**src/rtl/mem_line_dma.sv**
```systemverilog
// mem_line_dma: splits whole cache-line read/write requests into memory beats
// and reassembles read beats into a single line response.
module mem_line_dma #(
    parameter int block_size_p     = 8,
    parameter int dma_data_width_p = 2,
    parameter int addr_width_p     = 32
) (
    input  logic                            clk_i,
    input  logic                            reset_i,
    input  logic                            req_valid_i,
    output logic                            req_ready_o,
    input  logic                            req_we_i,
    input  logic [addr_width_p-1:0]         req_addr_i,
    input  logic [block_size_p*32-1:0]      req_wdata_i,
    output logic                            resp_valid_o,
    input  logic                            resp_ready_i,
    output logic                            resp_we_o,
    output logic [block_size_p*32-1:0]      resp_data_o,
    output logic                            mem_valid_o,
    input  logic                            mem_ready_i,
    output logic                            mem_we_o,
    output logic [addr_width_p-1:0]         mem_addr_o,
    output logic [dma_data_width_p*32-1:0]  mem_wdata_o,
    input  logic                            mem_valid_i,
    input  logic [dma_data_width_p*32-1:0]  mem_data_i
);
    localparam int beats_lp = block_size_p / dma_data_width_p;
    localparam int bw_lp    = dma_data_width_p * 32;
    localparam int cw_lp    = $clog2(beats_lp + 1);
    localparam int off_lp   = $clog2(block_size_p * 4);
    localparam logic [cw_lp-1:0]        last_lp    = cw_lp'(beats_lp - 1);
    localparam logic [cw_lp-1:0]        full_lp    = cw_lp'(beats_lp);
    localparam logic [addr_width_p-1:0] lo_mask_lp = addr_width_p'((1 << off_lp) - 1);

    typedef enum logic [1:0] {IDLE, WRITE, READ, RESP} state_t;

    state_t                     r_state, w_next;
    logic [addr_width_p-1:0]    r_addr;
    logic                       r_we;
    logic [block_size_p*32-1:0] r_wdata, r_rdata;
    logic [cw_lp-1:0]           r_issue_cnt, r_rcv_cnt;
    logic                       w_accept, w_issue, w_rcv;

    assign w_accept    = req_valid_i & req_ready_o;
    assign w_issue     = mem_valid_o & mem_ready_i;
    // Returned data only counts while a read is collecting; anything else is stray.
    assign w_rcv       = (r_state == READ) & mem_valid_i & (r_rcv_cnt != full_lp);
    assign mem_addr_o  = r_addr + addr_width_p'(r_issue_cnt) * addr_width_p'(dma_data_width_p * 4);
    assign resp_we_o   = r_we;
    assign resp_data_o = r_rdata;

    always_ff @(posedge clk_i or posedge reset_i)
        if (reset_i) r_state <= IDLE;
        else         r_state <= w_next;

    always_comb begin
        w_next = r_state;
        case (r_state)
            IDLE:    if (req_valid_i) w_next = req_we_i ? WRITE : READ;
            WRITE:   if (w_issue && r_issue_cnt == last_lp) w_next = RESP;
            READ:    if (w_rcv && r_rcv_cnt == last_lp) w_next = RESP;
            RESP:    if (resp_ready_i) w_next = IDLE;
            default: w_next = IDLE;
        endcase
    end

    always_comb begin
        req_ready_o  = r_state == IDLE;
        resp_valid_o = r_state == RESP;
        mem_we_o     = r_state == WRITE;
        mem_valid_o  = (r_state == WRITE) | ((r_state == READ) & (r_issue_cnt != full_lp));
        mem_wdata_o  = '0;
        for (int k = 0; k < beats_lp; k++)
            if (r_issue_cnt == cw_lp'(k)) mem_wdata_o = r_wdata[k*bw_lp +: bw_lp];
    end

    always_ff @(posedge clk_i or posedge reset_i)
        if (reset_i) begin
            r_addr      <= '0;
            r_we        <= 1'b0;
            r_wdata     <= '0;
            r_rdata     <= '0;
            r_issue_cnt <= '0;
            r_rcv_cnt   <= '0;
        end else begin
            if (w_accept) begin
                r_addr      <= req_addr_i & ~lo_mask_lp;
                r_we        <= req_we_i;
                r_wdata     <= req_wdata_i;
                r_issue_cnt <= '0;
                r_rcv_cnt   <= '0;
            end else begin
                if (w_issue) r_issue_cnt <= r_issue_cnt + cw_lp'(1);
                if (w_rcv)   r_rcv_cnt   <= r_rcv_cnt + cw_lp'(1);
            end
            for (int k = 0; k < beats_lp; k++)
                if (w_rcv && r_rcv_cnt == cw_lp'(k)) r_rdata[k*bw_lp +: bw_lp] <= mem_data_i;
        end
endmodule
```
**config.mk**
```make
export PLATFORM = sky130hd
export DESIGN_NAME = mem_line_dma
export DESIGN_NICKNAME = d
export VERILOG_FILES = /design/src/rtl/mem_line_dma.sv
export SDC_FILE = /design/constraint.sdc
export NUM_CORES = 1
export LEC_CHECK = 0
export CORE_AREA = 2 2 276 278
export CTS_BUF_LIST = sky130_fd_sc_hd__clkbuf_4
export DETAILED_ROUTE_END_ITERATION = 7
export DIE_AREA = 0 0 278 280
export PLACE_DENSITY_LB_ADDON = 0.05
export SLEW_MARGIN = 10
export SYNTH_ARGS = -nofsm -noshare
export SYNTH_HDL_FRONTEND = slang
export SYNTH_SLANG_ARGS = --single-unit
```
**constraint.sdc**
```tcl
create_clock -name clk_i -period 18.6 [get_ports clk_i]
set_input_delay 3.72 -clock clk_i [delete_from_list [all_inputs] [get_ports clk_i]]
set_output_delay 3.72 -clock clk_i [all_outputs]
set_load 0.03 [all_outputs]
```
==> impl_metrics.xml <==
<?xml version="1.0" encoding="UTF-8"?>
<metrics>
  <group name="pwr">
    <metric name="seq_power_share" unit="%">31.9</metric>
    <metric name="power.share.combinational" unit="%">50.0</metric>
    <metric name="p_leak" unit="nW">15.57</metric>
    <metric name="total_switching_power" unit="mW">2.744</metric>
    <metric name="power.share.switching" unit="%">42.86</metric>
    <metric name="power.density" unit="nW/um^2">194.7</metric>
    <metric name="cellInternalPower" unit="mW">3.658</metric>
    <metric name="power.clock.fraction" unit="%">18.1</metric>
    <metric name="irDropWorstVdd" unit="mV">0.09594</metric>
  </group>
  <group name="setup_path">
    <metric name="critical_path.max_fanout" unit="">56</metric>
    <metric name="worst_case_reg_to_reg_path_depth" unit="">7</metric>
    <metric name="timing_worst_setup_path_type" unit="">reg -&gt; out</metric>
    <metric name="worst_setup_path_startpoint" unit="">r_issue_cnt[1]</metric>
    <metric name="setup.worst_path.end_class" unit="">primary output</metric>
    <metric name="worst_r2r_endpoint" unit="">r_wdata[123]</metric>
    <metric name="arrival" unit="ns">4.65</metric>
    <metric name="startpoint_of_the_most_critical_register_to_register_path" unit="">r_state[0]</metric>
    <metric name="worst-r2r-setup-slack" unit="ns">15.21</metric>
    <metric name="crit_path_start_kind" unit="">flip-flop</metric>
    <metric name="cp_data_required_time" unit="ns">14.88</metric>
    <metric name="endpoint" unit="">mem_wdata_o[13]</metric>
  </group>
  <group name="layout">
    <metric name="layout.cells.most_common_list" unit="">928 x nand2_1, 707 x clkdlybuf4s50_1, 548 x dfrtp_1, 259 x mux2_2, 232 x clkbuf_4</metric>
    <metric name="finalNetCount" unit="">3311</metric>
    <metric name="post_route_cells_drive_above_1_share" unit="%">17.88</metric>
    <metric name="layout.cells.most_common" unit="">nand2_1</metric>
    <metric name="design_area" unit="um^2">32890</metric>
    <metric name="final.fill_count" unit="">7307</metric>
    <metric name="synthToLayoutAreaGrowth" unit="%">43.94</metric>
    <metric name="final_core_util" unit="%">43.74</metric>
  </group>
  <group name="sta">
    <metric name="worst_slew_pin_slew" unit="ns">1.117</metric>
    <metric name="finalSetupViolations" unit="">0</metric>
    <metric name="fin_skew" unit="ns">0.05196</metric>
    <metric name="fin_crit" unit="ns">8.370</metric>
    <metric name="totalNegativeSetupSlack" unit="ns">0</metric>
    <metric name="drv_slew" unit="">0</metric>
    <metric name="final.period_utilization" unit="%">45.00</metric>
    <metric name="maxClockFrequency" unit="MHz">119.5</metric>
    <metric name="hold_ws" unit="ns">0.4672</metric>
    <metric name="worst_slew_margin_rel" unit="%">25.55</metric>
    <metric name="grt_setup_unrepaired" unit="">no</metric>
    <metric name="hold_viol" unit="">0</metric>
  </group>
  <group name="synth">
    <metric name="postSynthRegisterBits" unit="">548</metric>
    <metric name="post_synth.cell_area_avg" unit="um^2">10.49</metric>
    <metric name="mappedNetlistArea" unit="um^2">22850</metric>
    <metric name="dominantRegCellSynth" unit="">dfrtp_1</metric>
    <metric name="ffs_w_async_s_r_synth" unit="%">100.0</metric>
    <metric name="synth_warnings" unit="">0</metric>
    <metric name="synth-seq-area-share" unit="%">60.02</metric>
    <metric name="synthesis.instances" unit="">2178</metric>
    <metric name="synth.lib_cells_used.distinct" unit="">38</metric>
    <metric name="synth_edf_count" unit="">0</metric>
  </group>
  <group name="placement">
    <metric name="dpl.hpwl" unit="um">57630</metric>
    <metric name="finalWeightedCongestion" unit="">0.8182</metric>
    <metric name="port_buffers" unit="">707</metric>
    <metric name="placed_area" unit="um^2">30820</metric>
  </group>
  <group name="routing">
    <metric name="detailroute.via_count" unit="">18670</metric>
    <metric name="number_of_nets_still_failing_antenna_checks_after_routing" unit="">0</metric>
    <metric name="wire_per_inst" unit="um">20.79</metric>
    <metric name="route.detailed.drc" unit="">0</metric>
    <metric name="post_drt_via_cell_ratio" unit="">4.626</metric>
    <metric name="number_of_drc_violations_after_detailed_routing_iteration_0" unit="">876</metric>
    <metric name="wirelength" unit="um">83870</metric>
    <metric name="drtPass1Iterations" unit="">5</metric>
  </group>
  <group name="hold_path">
    <metric name="min_path_type" unit="">reg -&gt; reg</metric>
  </group>
  <group name="cts">
    <metric name="cts_buffers" unit="">159</metric>
    <metric name="cts_resized" unit="">0</metric>
    <metric name="depth_of_the_cts_h_tree" unit="">4</metric>
    <metric name="cts_num_sinks" unit="">548</metric>
    <metric name="worst_setup_hold_path_clk_slew" unit="ns">0.06</metric>
    <metric name="cts.repair_timing.setup_buffer_count" unit="">0</metric>
    <metric name="clockRootBuffer" unit="">clkbuf_4</metric>
    <metric name="tritoncts" unit="">done</metric>
    <metric name="clock_latency" unit="ns">0.97</metric>
    <metric name="clk_path_buf_depth" unit="">3</metric>
    <metric name="hold_fix_buffers_cts" unit="">0</metric>
  </group>
  <group name="floorplanning">
    <metric name="core.rowCount" unit="">101</metric>
    <metric name="die_h" unit="um">280</metric>
    <metric name="dieWidth" unit="um">278</metric>
    <metric name="core_area" unit="um^2">75190</metric>
    <metric name="top_level_ports" unit="">716</metric>
    <metric name="initial_core_utilization" unit="%">30.39</metric>
    <metric name="die_area" unit="um^2">77840</metric>
  </group>
  <group name="global_routing">
    <metric name="grt_pass1_wl" unit="um">124400</metric>
    <metric name="gr-usage-all-layers" unit="%">21.26</metric>
    <metric name="global_route.overflow_total" unit="">0</metric>
    <metric name="antenna_violations_before_repair" unit="">31</metric>
    <metric name="grt_max_degree" unit="">142</metric>
    <metric name="grt_pass1_vias" unit="">19370</metric>
  </group>
  <group name="status">
    <metric name="run_status" unit="">completed</metric>
  </group>
  <group name="run">
    <metric name="cap_viol_max_count" unit="">0</metric>
  </group>
</metrics>
stage by stage:
step	worst slack [ns]	power, mW	instances
final	10.23	6.402	4035
after global routing	9.939	6.809	4029
after CTS	10.01	6.516	4020
after detailed placement	11.08	5.309	3753
after global placement	11.15	5.271	3753
after floorplan	7.424	3.877	2180
worst min path at each step:
stage / depth (start not counted) / start / end
global route: 2 / r_wdata[51] / r_wdata[51]
detailed placement: 2 / r_wdata[128] / r_wdata[128]
CTS: 2 / r_wdata[187] / r_wdata[187]
floorplan: 2 / r_wdata[128] / r_wdata[128]
global placement: 2 / r_wdata[165] / r_wdata[165]
finish: 2 / r_wdata[166] / r_wdata[166]
critical path, cell delays in order (launching register included):
cell	delay [ns]
dfrtp_1	0.42
inv_1	0.09
ha_1	0.21
nor3b_2	0.69
buf_4	0.77
a221o_1	0.29
o21ai_0	0.10
o21ai_0	0.30
clkdlybuf4s50_1	0.74
Yosys cell counts, types with 8 or more instances:
cell type / number / area [um^2]
a221o_1: 64 / 640.6
buf_1: 8 / 30.03
buf_2: 37 / 185.2
clkbuf_1: 84 / 315.3
dfrtp_1: 548 / 13710
ha_1: 16 / 200.2
inv_1: 12 / 45.04
mux2_2: 259 / 2917
nand2_1: 930 / 3491
nand3_1: 10 / 50.05
nand4_1: 8 / 50.05
nor2_1: 11 / 41.29
o21ai_0: 96 / 480.5
o21ai_1: 35 / 175.2
xnor2_1: 20 / 175.2
cell families (layout without fill, tap and decap cells):
group,Yosys count,in the layout,synth area share (%)
AOI/OAI and AO/OA,200,200,5.827
xor gates and xnor gates,27,27,1.035
adders and majority gates,16,16,0.8762
buffers and inverters,146,1008,2.683
DFF,548,548,60.02
muxes,261,261,12.85
other,1,18,0.01641
and+or+nand+nor,979,979,16.69
state kept, by name, summed over array words and instances (netlist names):
signal       count
r_wdata        256
resp_data_o    256
r_addr          27
r_issue_cnt      3
r_rcv_cnt        3
r_state          2
resp_we_o        1
power by group through the flow:
stage / clock network, mW / registers (mW) / logic [mW]
final: 1.16 / 2.04 / 3.20
after global routing: 1.28 / 2.12 / 3.41
after CTS: 1.21 / 2.04 / 3.26
after detailed placement: 0 / 2.06 / 3.25
after global placement: 0 / 2.04 / 3.23
after floorplan: 0 / 2.52 / 1.36
routing by layer:
metal	wire, um	up-vias	global-route usage [%]	share of wire, %
met5	235	-	0	0.28
met4	2415	38	8.136	2.9
met3	5948	178	7.553	7.1
met2	42570	539	36.49	51
met1	32700	9128	24.25	39
li1	-	8783	-	-
cell type report:
| class | instances | area, um^2 | share of cell area [%] |
|---|---|---|---|
| clock inverter | 35 | 284.0 | 0.8636 |
| inverter | 12 | 48.80 | 0.1484 |
| timing repair buffer | 729 | 7254 | 22.06 |
| multi-input combinational | 1486 | 8584 | 26.10 |
| tap | 978 | 1224 | 3.721 |
| sequential | 548 | 13710 | 41.70 |
| antenna | 15 | 37.54 | 0.1141 |
| clock buffer | 232 | 1742 | 5.296 |
(Power assumes the default switching activity.)
